$ cat src/rtl/sp_sram_fifo_ctrl_pkg.sv
// Shared width helpers for the single-port SRAM FIFO controller.
// Address and occupancy widths are derived from the SRAM depth.
package sp_sram_fifo_ctrl_pkg;

    function automatic int unsigned clog2(input int unsigned n);
        int unsigned r;
        r = 0;
        for (int unsigned i = 0; i < 32; i++) begin
            if ((longint'(1) << i) < longint'(n)) begin
                r = i + 1;
            end
        end
        return r;
    endfunction

    // SRAM address width; a 1-entry address still needs one bit.
    function automatic int unsigned addr_w(input int unsigned depth);
        return (clog2(depth) > 1) ? clog2(depth) : 1;
    endfunction

    // Occupancy counter width: SRAM entries + output stage + one read in flight.
    function automatic int unsigned count_w(input int unsigned depth);
        return clog2(depth + 2);
    endfunction

endpackage

$ cat src/rtl/sp_sram_fifo_ctrl.sv
// FIFO controller driving a 1-cycle-latency single-port SRAM, with a registered
// output stage and an empty-queue bypass. Capacity is DEPTH+1 words.
module sp_sram_fifo_ctrl
    import sp_sram_fifo_ctrl_pkg::*;
#(
    parameter int unsigned WIDTH = 72,
    parameter int unsigned DEPTH = 2
) (
    input  logic                        clock,
    input  logic                        reset,
    input  logic                        flush,
    input  logic                        enq_valid,
    output logic                        enq_ready,
    input  logic [WIDTH-1:0]            enq_bits,
    output logic                        deq_valid,
    input  logic                        deq_ready,
    output logic [WIDTH-1:0]            deq_bits,
    output logic [count_w(DEPTH)-1:0]   count,
    output logic                        sram_en,
    output logic                        sram_wmode,
    output logic [addr_w(DEPTH)-1:0]    sram_addr,
    output logic [WIDTH-1:0]            sram_wdata,
    input  logic [WIDTH-1:0]            sram_rdata
);

    localparam int unsigned ADDR_W  = addr_w(DEPTH);
    localparam int unsigned COUNT_W = count_w(DEPTH);
    localparam int unsigned CNT_W   = ADDR_W + 1;

    logic [ADDR_W-1:0] wptr_q, wptr_d;
    logic [ADDR_W-1:0] rptr_q, rptr_d;
    logic [CNT_W-1:0]  sram_cnt_q, sram_cnt_d;
    logic              rd_inflight_q, rd_inflight_d;
    logic              out_valid_q, out_valid_d;
    logic [WIDTH-1:0]  out_data_q, out_data_d;

    logic rd_issue;
    logic bypass;
    logic enq_fire;
    logic deq_fire;
    logic wr_issue;

    // bypass and rd_issue use registered terms only, so deq_ready never reaches enq_ready.
    assign rd_issue  = (sram_cnt_q != '0) && !rd_inflight_q && !out_valid_q && !flush;
    assign bypass    = (sram_cnt_q == '0) && !rd_inflight_q && !out_valid_q;
    assign enq_ready = !flush && !rd_issue && (bypass || (sram_cnt_q < CNT_W'(DEPTH)));
    assign enq_fire  = enq_valid && enq_ready;
    assign wr_issue  = enq_fire && !bypass;
    assign deq_valid = out_valid_q && !flush;
    assign deq_fire  = deq_valid && deq_ready;
    assign deq_bits  = out_data_q;

    assign sram_en    = rd_issue || wr_issue;
    assign sram_wmode = wr_issue;
    assign sram_addr  = wr_issue ? wptr_q : rptr_q;
    assign sram_wdata = enq_bits;

    assign count = COUNT_W'(sram_cnt_q) + COUNT_W'(out_valid_q) + COUNT_W'(rd_inflight_q);

    always_comb begin
        wptr_d        = wptr_q;
        rptr_d        = rptr_q;
        sram_cnt_d    = sram_cnt_q;
        rd_inflight_d = rd_inflight_q;
        out_valid_d   = out_valid_q;
        out_data_d    = out_data_q;
        if (flush) begin
            wptr_d        = '0;
            rptr_d        = '0;
            sram_cnt_d    = '0;
            rd_inflight_d = 1'b0;
            out_valid_d   = 1'b0;
        end else begin
            if (rd_inflight_q) begin
                out_data_d    = sram_rdata;
                out_valid_d   = 1'b1;
                rd_inflight_d = 1'b0;
            end
            if (rd_issue) begin
                rptr_d        = rptr_q + ADDR_W'(1);
                sram_cnt_d    = sram_cnt_q - CNT_W'(1);
                rd_inflight_d = 1'b1;
            end
            if (enq_fire && bypass) begin
                out_data_d  = enq_bits;
                out_valid_d = 1'b1;
            end
            if (wr_issue) begin
                wptr_d     = wptr_q + ADDR_W'(1);
                sram_cnt_d = sram_cnt_q + CNT_W'(1);
            end
            if (deq_fire) begin
                out_valid_d = 1'b0;
            end
        end
    end

    always_ff @(posedge clock or posedge reset) begin
        if (reset) begin
            wptr_q        <= '0;
            rptr_q        <= '0;
            sram_cnt_q    <= '0;
            rd_inflight_q <= 1'b0;
            out_valid_q   <= 1'b0;
            out_data_q    <= '0;
        end else begin
            wptr_q        <= wptr_d;
            rptr_q        <= rptr_d;
            sram_cnt_q    <= sram_cnt_d;
            rd_inflight_q <= rd_inflight_d;
            out_valid_q   <= out_valid_d;
            out_data_q    <= out_data_d;
        end
    end

endmodule

$ cat config.mk
export PLATFORM = sky130hd
export DESIGN_NAME = sp_sram_fifo_ctrl
export DESIGN_NICKNAME = d
export VERILOG_FILES = /design/src/rtl/sp_sram_fifo_ctrl_pkg.sv /design/src/rtl/sp_sram_fifo_ctrl.sv
export SDC_FILE = /design/constraint.sdc
export NUM_CORES = 1
export LEC_CHECK = 0
export CAP_MARGIN = 0
export CORE_MARGIN = 2
export CORE_UTILIZATION = 38
export DETAILED_ROUTE_END_ITERATION = 16
export PLACE_DENSITY = 0.83
export SKIP_CTS_REPAIR_TIMING = 1
export SLEW_MARGIN = 15
export SYNTH_ARGS = -nofsm -noshare
export SYNTH_HDL_FRONTEND = slang
export SYNTH_SLANG_ARGS = --single-unit
$ cat constraint.sdc
create_clock -name clock -period 3.7 [get_ports clock]
set_clock_uncertainty 0.2 [all_clocks]
set_input_delay 0.555 -clock clock [delete_from_list [all_inputs] [get_ports clock]]
set_output_delay 0.555 -clock clock [all_outputs]
set_load 0.02 [all_outputs]
# == Word level (Yosys, flattened, before mapping) ==
# Index checks and enable logic that the tools add are counted.
# totals
memories,0
inputBits,149
ram_bits,0
romBits,0
word_cells,57
reg_bits,78
latchBits,0
# op_classes
bitwise_logic,1
eq_ne,0
n_mul,0
n_lt_le_gt_ge,1
div,0
reduce_logical,27
n_mux,16
add_sub_neg,6
shifts,0
# op_table
operator,count
$mux W72,2
$logic_and A1 B1 Y1,12
$mux W1,11
$reduce_bool A2 Y1,4
$mux W2,3
$logic_not A1 Y1,5
$add A2 B1 Y2,2
$reduce_bool A4 Y1,1
$reduce_bool A3 Y1,1
$add A1 B1 Y1 const B,2
$add A2 B1 Y2 const B,1
$logic_not A2 Y1,1
$logic_or A1 B1 Y1,2
$lt A2 B2 Y1 const B,1
$reduce_and A2 Y1,1
$sub A2 B1 Y2 const B,1
$not A1 Y1,1

# == Longest topological paths before layout ==
# Gate-level depths: netlist (run 1).
# depth
ltp_word,12
depth_mapped,6

# == Worst setup path after synthesis (run 1) ==
# Ideal clock, no wire load.
# synth_timing
kind,input -> output
start,input port flush
end,output port enq_ready
cell_stages,4
slack_ps,1251
arrival_time_ps,1694
cell_sequence,buf_2 -> buf_2 -> clkbuf_1 -> a211oi_1
# synth_via
elab_chain_cells,5
# synth_lines
item,line_no,rtl
from (decl),sp_sram_fifo_ctrl.sv:11,"input logic flush,"
$logic_not A1 Y1 *,"sp_sram_fifo_ctrl.sv:44, sp_sram_fifo_ctrl.sv:46",
$logic_and A1 B1 Y1,sp_sram_fifo_ctrl.sv:44,assign rd_issue = (sram_cnt_q != '0) && !rd_inflight_q && !out_valid_q && !flush;
$logic_not A1 Y1,sp_sram_fifo_ctrl.sv:46,assign enq_ready = !flush && !rd_issue && (bypass || (sram_cnt_q < CNT_W'(DEPTH)));
$logic_and A1 B1 Y1 * (2 in a row),sp_sram_fifo_ctrl.sv:46,
to (decl),sp_sram_fifo_ctrl.sv:13,"output logic enq_ready,"
# Mark *: on every way between the ends. The rest lies on a longest branch, timed or not.

# == Final worst setup path (run 1) ==
# layout_timing
start,input port enq_valid
end,output port sram_addr
# layout_via
elab_chain_cells,3
# layout_lines
item,line_no,rtl
from (decl),sp_sram_fifo_ctrl.sv:12,"input logic enq_valid,"
$logic_and A1 B1 Y1,sp_sram_fifo_ctrl.sv:47,assign enq_fire = enq_valid && enq_ready;
$logic_and A1 B1 Y1,sp_sram_fifo_ctrl.sv:48,assign wr_issue = enq_fire && !bypass;
$mux W1,sp_sram_fifo_ctrl.sv:55,assign sram_addr = wr_issue ? wptr_q : rptr_q;
to (decl),sp_sram_fifo_ctrl.sv:21,"output logic [addr_w(DEPTH)-1:0] sram_addr,"
# Every way passes these cells.

==> flow_metrics.py, run 1 <==
metrics = {
    "die": {
        "die_area_um2": 13600,
        "ios": 300,
        "die_h_um": 117,
        "std_cell_rows": 41,
        "start_util": 0.385,
        "fp.coreArea_um2": 12500,
        "dieWidth_um": 117,
    },
    "route": {
        "first_pass_iters": 5,
        "routed_wl_um": 17000,
        "first_iter_violations": 410,
        "highest_layer": "met4",
        "drcViolationCount": 0,
        "vias_per_cell": 5.57,
        "wl_met3_um": 1530,
        "antenna_left": 0,
        "met2_length_um": 8350,
        "wl_per_cell_um": 19.0,
        "wl_met1_um": 6740,
        "vias": 4987,
    },
    "critical_path": {
        "worstSetupPathType": "primary input to primary output",
        "crit_required_ps": 2940,
        "end_kind": "primary output",
        "r2r_slack_ps": 940,
        "arrival_ps": 2360,
        "crit_fanout": 5,
        "start_kind": "primary input",
    },
    "synth": {
        "synth_seq_cells": 78,
        "synthMuxAreaShare": 0.00649,
        "synthArstFlopShare": 1.00,
        "syn_area_per_cell_um2": 9.17,
        "syn-num-nets": 676,
        "synth_xor_area_frac": 0.00363,
        "yosys.area_share.adder": 0.00415,
        "synth_edf_count": 0,
        "synthSimpleGateAreaFrac": 0.293,
        "synth_top_family_by_area": "simple AND/OR/NAND/NOR gates",
        "yosys-top-cells-area": "dfrtp_1, nand3_1, buf_4, nor4_2, nor3_1",
        "synth_compound_area_frac": 0.115,
        "synth.largest_area_cell": "dfrtp_1",
        "ys_warn_count": 0,
        "yosysSeqAreaShare": 0.405,
        "synth.distinct_cells": 33,
        "synth_cells": 526,
        "synth.top_cell.area_share": 0.405,
        "synth_ff_type": "dfrtp_1",
        "synth.cell_area_um2": 4820,
    },
    "global_route": {
        "first_global_vias": 4855,
        "grt_overflow_total": 0,
        "grt_pass1_wl_um": 25300,
        "grtUsageTotal": 0.237,
        "grt_max_degree": 74,
        "grt_antenna_before_repair": 0,
    },
    "sta": {
        "fin_hold_ws_ps": 295,
        "hold_viol": 0,
        "drv_slew": 0,
        "slew_headroom": 0.306,
        "rsz0062_at_grt": "false",
        "setup_viol": 0,
        "worst_slew_pin_slew_ps": 1040,
        "fmax_mhz": 321,
        "totalNegativeSetupSlack_ps": 0,
        "fin_crit_sh": 0.843,
        "timing.final.crit_period_ps": 3120,
    },
    "pwr": {
        "leakage_nw": 2.88,
        "seqPwrFrac": 0.330,
        "peakVddDrop_v": 0.000240,
        "clkPwrFrac": 0.243,
        "combinationalPowerShare": 0.426,
        "netSwitchingFraction": 0.352,
        "p_switching_mw": 1.37,
        "p_int_mw": 2.52,
        "power_density_nw_per_um2": 509,
    },
    "placement": {
        "gp_congestion": 0.831,
        "place_hpwl_um": 12000,
        "placed_cells": 879,
        "port_buffers": 299,
        "place_area_um2": 7320,
    },
    "clock_tree": {
        "cts_tree": "built",
        "numCtsBuffers": 9,
        "cts.htree.levels": 3,
        "clockBufferDepth": 2,
        "clock_sinks": 78,
        "root_buffer": "clkbuf_16",
        "clock_latency_ps": 330,
        "clk_pin_slew_worst_paths_ps": 60,
    },
    "finish": {
        "area_growth_pct": 58.4,
        "instances_no_fill": 896,
        "fin_nets": 868,
        "final_area_um2": 7640,
        "drive_gt1_frac": 0.0871,
    },
    "outcome": {
        "status": "finished clean",
    },
    "hold_path": {
        "hold_path.class": "flop to flop",
    },
    "flow_run": {
        "cap_violations": 0,
    },
}
-- cell usage in the layout (no fill, tap or decap), drive strengths merged, types with 2 or more instances in the layout --
cell	Yosys	final
clkdlybuf4s50	0	298
nand3	117	117
xnor2	2	2
clkinv	1	4
inv	5	4
bufinv	0	2
dfrtp	78	78
a21oi	2	2
buf	106	9
clkbuf	20	12
nor3	66	66
nor4b	2	2
nor4	34	34
nand2	2	2
o22ai	33	33
mux2i	2	2
a22oi	39	39
nor2	5	5
-- worst paths after layout --
check,from,to,cells past startpoint
hold reg to reg,wptr_q,wptr_q,1
min in group asynchronous,reset,deq_bits[58],2
max in group asynchronous,reset,rd_inflight_q,3
setup / recovery,enq_valid,sram_addr,4
setup reg to reg,rd_inflight_q,deq_bits[36],4
hold / removal,wptr_q,wptr_q,1
-- kinds of logic (layout without fill, tap and decap cells) --
group / count (synthesis) / count (layout)
AO/OA/AOI/OAI: 79 / 79
XOR/XNOR: 2 / 2
adder cells (fa/ha/maj): 1 / 1
buffers and inverters: 132 / 329
flip-flops: 78 / 78
multiplexers: 3 / 3
other: 0 / 1
AND/OR/NAND/NOR: 231 / 231
-- stage by stage --
| step | setup slack, ps | total power [mW] | util |
|---|---|---|---|
| floorplan | 950 | 2.14 | - |
| global placement | 630 | 2.91 | 0.585 |
| detailed placement | 585 | 2.95 | 0.585 |
| CTS | 591 | 3.91 | 0.610 |
| global route | 523 | 4.09 | 0.610 |
| finish | 581 | 3.89 | 0.610 |
-- area by class of cell --
type | count | area (µm²)
fill | 1054 | 4880
timing repair buffer | 307 | 3060
multi-input combinational | 316 | 2060
sequential | 78 | 1960
clock buffer | 12 | 246
tap | 172 | 215
clock inverter | 4 | 70.1
inverter | 6 | 23.8
antenna | 1 | 2.50
-- sequential cells by signal, summed over array words and instances, names as in the netlist --
register / cells
rptr_q: 1
wptr_q: 1
out_valid_q: 1
deq_bits: 72
sram_cnt_q: 2
rd_inflight_q: 1
-- metal layers --
metal  track usage  up-vias
met2         0.402      275
met1         0.294     2397
met4        0.0847        0
met5             0        -
li1              -     2283
met3        0.0581       32
-- power by group through the flow --
stage / clock network [mW] / logic, mW / registers [mW]
after global routing: 1.01 / 1.77 / 1.32
after CTS: 0.962 / 1.67 / 1.28
after floorplan: 0 / 0.589 / 1.55
after global placement: 0 / 1.63 / 1.28
after detailed placement: 0 / 1.66 / 1.29
final: 0.946 / 1.66 / 1.28
-- cells in the mapped netlist (4+ instances only) --
| library cell | number |
|---|---|
| nand3_1 | 117 |
| dfrtp_1 | 78 |
| buf_4 | 72 |
| nor3_1 | 66 |
| a22oi_1 | 39 |
| o22ai_1 | 33 |
| nor4_2 | 30 |
| clkbuf_1 | 20 |
| buf_2 | 19 |
| buf_1 | 9 |
| buf_6 | 6 |
| inv_1 | 5 |
| nor2_1 | 5 |
| nor4_1 | 4 |
-- worst max-delay path, stage by stage --
cell	delay (ps)
clkdlybuf4s50_1	560
nor4b_4	330
mux2_2	380
clkdlybuf4s50_1	540
Power figures use the tool's default switching activity.
==> run 2: changes to the inputs <==
CORE_UTILIZATION = 34   (was 38)
PLACE_DENSITY = 0.78   (was 0.83)
clock period = 2.6 ns   (was 3.7 ns; I/O delays follow)
==> flow_metrics.py, run 2 (synthesis gave the netlist of run 1 again) <==
metrics = {
    "outcome": {
        "status": "finished clean",
    },
    "sta": {
        "slew_headroom": 0.355,
        "timing.final.crit_period_ps": 2490,
        "fin_crit_sh": 0.956,
        "hold_viol": 0,
        "setup_viol": 0,
        "rsz0062_at_grt": "false",
        "drv_slew": 0,
        "setup_slack_ps": 114,
        "worst_slew_pin_slew_ps": 965,
        "fmax_mhz": 402,
    },
    "die": {
        "die_h_um": 123,
        "start_util": 0.347,
        "std_cell_rows": 43,
        "ios": 300,
        "fp.coreArea_um2": 13900,
        "die_area_um2": 15200,
        "dieWidth_um": 123,
    },
    "global_route": {
        "grt_max_degree": 79,
        "grt_antenna_before_repair": 0,
        "met3_usage": 0.0586,
        "grt_busiest_layer": "met2",
        "use_met2": 0.398,
        "grt.met1_usage": 0.257,
        "grt_pass1_wl_um": 26000,
        "first_global_vias": 4973,
        "grt_overflow_total": 0,
        "grtUsageTotal": 0.218,
    },
    "critical_path": {
        "start_kind": "flop",
        "cp_slowest_stage_delay_ps": 600,
        "crit_fanout": 9,
        "path_cells": "nor4b_4 -> buf_4 -> clkdlybuf4s50_1",
        "critical_path.top_delay_family": "buffers and inverters",
        "crit_required_ps": 2010,
        "slowest_stage": "clkdlybuf4s50_1",
        "arrival_ps": 1900,
        "worstSetupPathType": "flop to primary output",
        "crit_buf_inv": 2,
        "end_kind": "primary output",
    },
    "pwr": {
        "power_density_nw_per_um2": 724,
        "leakage_nw": 3.01,
        "peakVddDrop_v": 0.000340,
    },
    "placement": {
        "port_buffers": 299,
        "place_hpwl_um": 12200,
        "place_area_um2": 7420,
        "post-place-ws_ps": -69.9,
        "gp_congestion": 0.779,
    },
    "route": {
        "drcViolationCount": 0,
        "first_iter_violations": 271,
        "vias_per_cell": 5.50,
        "antenna_left": 0,
        "first_pass_iters": 5,
        "wl_per_cell_um": 18.8,
        "routed_wl_um": 17100,
        "vias": 5019,
    },
    "hold_path": {
        "hold_path.class": "primary input to flop",
    },
    "clock_tree": {
        "clock_latency_ps": 330,
        "clock_sinks": 78,
        "numCtsBuffers": 9,
        "cts_tree": "built",
        "cts.htree.levels": 3,
        "root_buffer": "clkbuf_16",
        "clk_pin_slew_worst_paths_ps": 60,
        "clockBufferDepth": 2,
    },
    "finish": {
        "final_util": 0.561,
        "final_cell_mix": "clkdlybuf4s50_1, nand3_1, dfrtp_1",
        "layout_commonest_cell": "clkdlybuf4s50_1",
        "antenna_cells": 0,
        "area_growth_pct": 61.3,
        "drive_gt1_frac": 0.101,
        "fin_nets": 877,
        "largest_reg_flops": 72,
        "final_area_um2": 7780,
    },
    "flow_run": {
        "cap_violations": 0,
    },
}
run 2: per-layer routing:
metal,wire length (µm),vias up
met1,6820,2441
met2,8720,261
met5,0,-
met3,1420,14
li1,-,2303
met4,172,0
run 2: worst register-to-register path, cell delays in order (launching register included):
cell	delay [ps]
dfrtp_2	460
buf_4	670
nand2b_1	170
buf_4	280
o22ai_1	210
nor3_1	80
run 2: through the flow:
step	hold WS [ps]	power (mW)	setup TNS (ps)	instances
2_1_floorplan	243	3.04	0	526
3_3_place_gp	260	4.18	-46.4	895
3_5_place_dp	267	4.24	-69.9	895
4_1_cts	69.0	5.69	-537	911
5_1_grt	71.3	5.94	0	912
6_report	80.3	5.64	0	912
run 2: cell type report:
cell class,instances,area [µm²]
Multi-Input combinational cell,316,2060
Clock inverter,4,95.1
Sequential cell,78,1960
Clock buffer,12,236
Fill cell,1198,6100
Tap cell,180,225
Timing Repair Buffer,316,3180
Inverter,6,23.8
run 2: path summary, 6_finish.rpt:
check                         startpoint             to  slack, ps  cells after the start
setup / recovery           sram_cnt_q[1]     sram_wmode        110                      3
setup reg to reg           rd_inflight_q   deq_bits[71]        400                      5
max in group asynchronous          reset  rd_inflight_q       1550                      3
hold reg to reg                   wptr_q         wptr_q        280                      1
hold / removal                     flush  rd_inflight_q         80                      2
min in group asynchronous          reset   deq_bits[56]        240                      3
run 2: power breakdown:
part,internal (mW),total [mW],leakage [nW],switching [mW]
combinational,1.19,2.38,1.94,1.18
clock,0.938,1.42,0.161,0.487
sequential,1.55,1.84,0.916,0.287
total,3.68,5.64,3.01,1.96
==> run 3: changes to the inputs <==
GPL_TIMING_DRIVEN = 0   (was unset)
SLEW_MARGIN = 20   (was 15)
==> flow_metrics.py, run 3 (synthesis gave the netlist of run 1 again) <==
metrics = {
    "outcome": {
        "status": "finished clean",
    },
    "sta": {
        "timing.final.crit_period_ps": 2560,
        "worst_slew_pin_slew_ps": 761,
        "setup_viol": 0,
        "slew_headroom": 0.493,
        "fmax_mhz": 390,
        "fin_crit_sh": 0.986,
        "drv_slew": 0,
        "hold_viol": 0,
        "totalNegativeSetupSlack_ps": 0,
    },
    "route": {
        "routed_wl_um": 19300,
        "vias_per_cell": 5.25,
        "first_pass_iters": 4,
        "first_iter_violations": 289,
        "vias": 5407,
        "drcViolationCount": 0,
        "wl_per_cell_um": 18.8,
        "antenna_left": 0,
    },
    "global_route": {
        "grt_overflow_total": 0,
        "grtUsageTotal": 0.249,
        "first_global_vias": 5200,
        "grt_antenna_before_repair": 0,
        "grt_max_degree": 49,
        "grt_pass1_wl_um": 28800,
    },
    "die": {
        "std_cell_rows": 43,
        "die_h_um": 123,
        "start_util": 0.347,
        "fp.coreArea_um2": 13900,
        "die_area_um2": 15200,
        "dieWidth_um": 123,
        "ios": 300,
    },
    "pwr": {
        "power.total_mw": 5.71,
        "peakVddDrop_v": 0.000320,
        "power_density_nw_per_um2": 672,
        "leakage_nw": 3.49,
    },
    "critical_path": {
        "crit_fanout": 8,
        "end_kind": "primary output",
        "r2r_slack_ps": 520,
        "worstSetupPathType": "flop to primary output",
        "arrival_ps": 1970,
        "reg2reg_depth": 7,
        "r2r-start": "rd_inflight_q",
        "r2r-end": "deq_bits[40]",
        "crit_required_ps": 2010,
        "start_kind": "flop",
    },
    "finish": {
        "layout_commonest_cell": "clkdlybuf4s50_1",
        "largest_reg_flops": 72,
        "antenna_cells": 0,
        "seqCellArea_um2": 1950,
        "multi_input_area_um2": 2050,
        "area_growth_pct": 76.1,
        "fin_nets": 994,
        "fill_cells": 1266,
        "drive_gt1_frac": 0.193,
        "final_cell_mix": "clkdlybuf4s50_1, nand3_1, buf_4",
    },
    "clock_tree": {
        "root_buffer": "clkbuf_16",
        "numCtsBuffers": 9,
        "cts.htree.levels": 3,
        "clock_sinks": 78,
        "clock_latency_ps": 340,
        "clk_pin_slew_worst_paths_ps": 60,
        "clockBufferDepth": 2,
        "cts_tree": "built",
    },
    "hold_path": {
        "hold_path.class": "primary input to async pin",
    },
    "placement": {
        "place_hpwl_um": 14500,
        "port_buffers": 299,
        "gp_congestion": 0.794,
    },
    "flow_run": {
        "cap_violations": 0,
    },
}
-- run 3: power by group --
group	internal, mW	leakage (nW)	switching (mW)
sequential	1.55	0.919	0.285
combinational	1.27	2.41	1.23
clock	0.846	0.162	0.522
-- run 3: metrics by stage --
stage               worst slack (ps)  utilization  instances  instance area (µm²)  hold WS [ps]
floorplan                       15.0            -        526                 4820           243
global placement               -1550        0.579       1005                 8040           258
detailed placement              -763        0.581       1006                 8070           273
CTS                             -769        0.605       1022                 8390           221
global route                   -47.6        0.612       1029                 8490           243
finish                          35.8        0.612       1029                 8490           214
-- run 3: critical path, cell delays in order, from the launching register on --
cell,delay [ps]
dfrtp_1,370
buf_6,130
buf_4,130
clkinvlp_4,180
fa_1,450
xnor2_1,170
clkbuf_2,200
-- run 3: per-layer routing --
layer | vias to the layer above | global-route usage | wire [µm] | share of wire
met1 | 2585 | 0.307 | 7720 | 0.40
met2 | 244 | 0.419 | 9520 | 0.49
met4 | 0 | 0.0895 | 436 | 0.023
met5 | - | 0 | 0 | 0
li1 | 2547 | - | - | -
met3 | 31 | 0.0641 | 1620 | 0.084
-- run 3: how the worst max path moves through the flow --
stage	slack [ps]	end	startpoint
after floorplan	10	deq_bits[0]	reset
after global placement	-1550	sram_cnt_q[1]	reset
after detailed placement	-760	enq_ready	flush
after CTS	-770	enq_ready	flush
after global routing	-50	count[1]	rd_inflight_q
final	40	count[1]	rd_inflight_q
-- run 3: final cells by class --
| cell class | instances | area share |
|---|---|---|
| inverter | 6 | 0.00339 |
| sequential | 78 | 0.230 |
| tap | 180 | 0.0265 |
| multi-input combinational | 316 | 0.241 |
| timing repair buffer | 309 | 0.364 |
| clock buffer | 13 | 0.0330 |
| buffer | 124 | 0.0974 |
| clock inverter | 3 | 0.00471 |
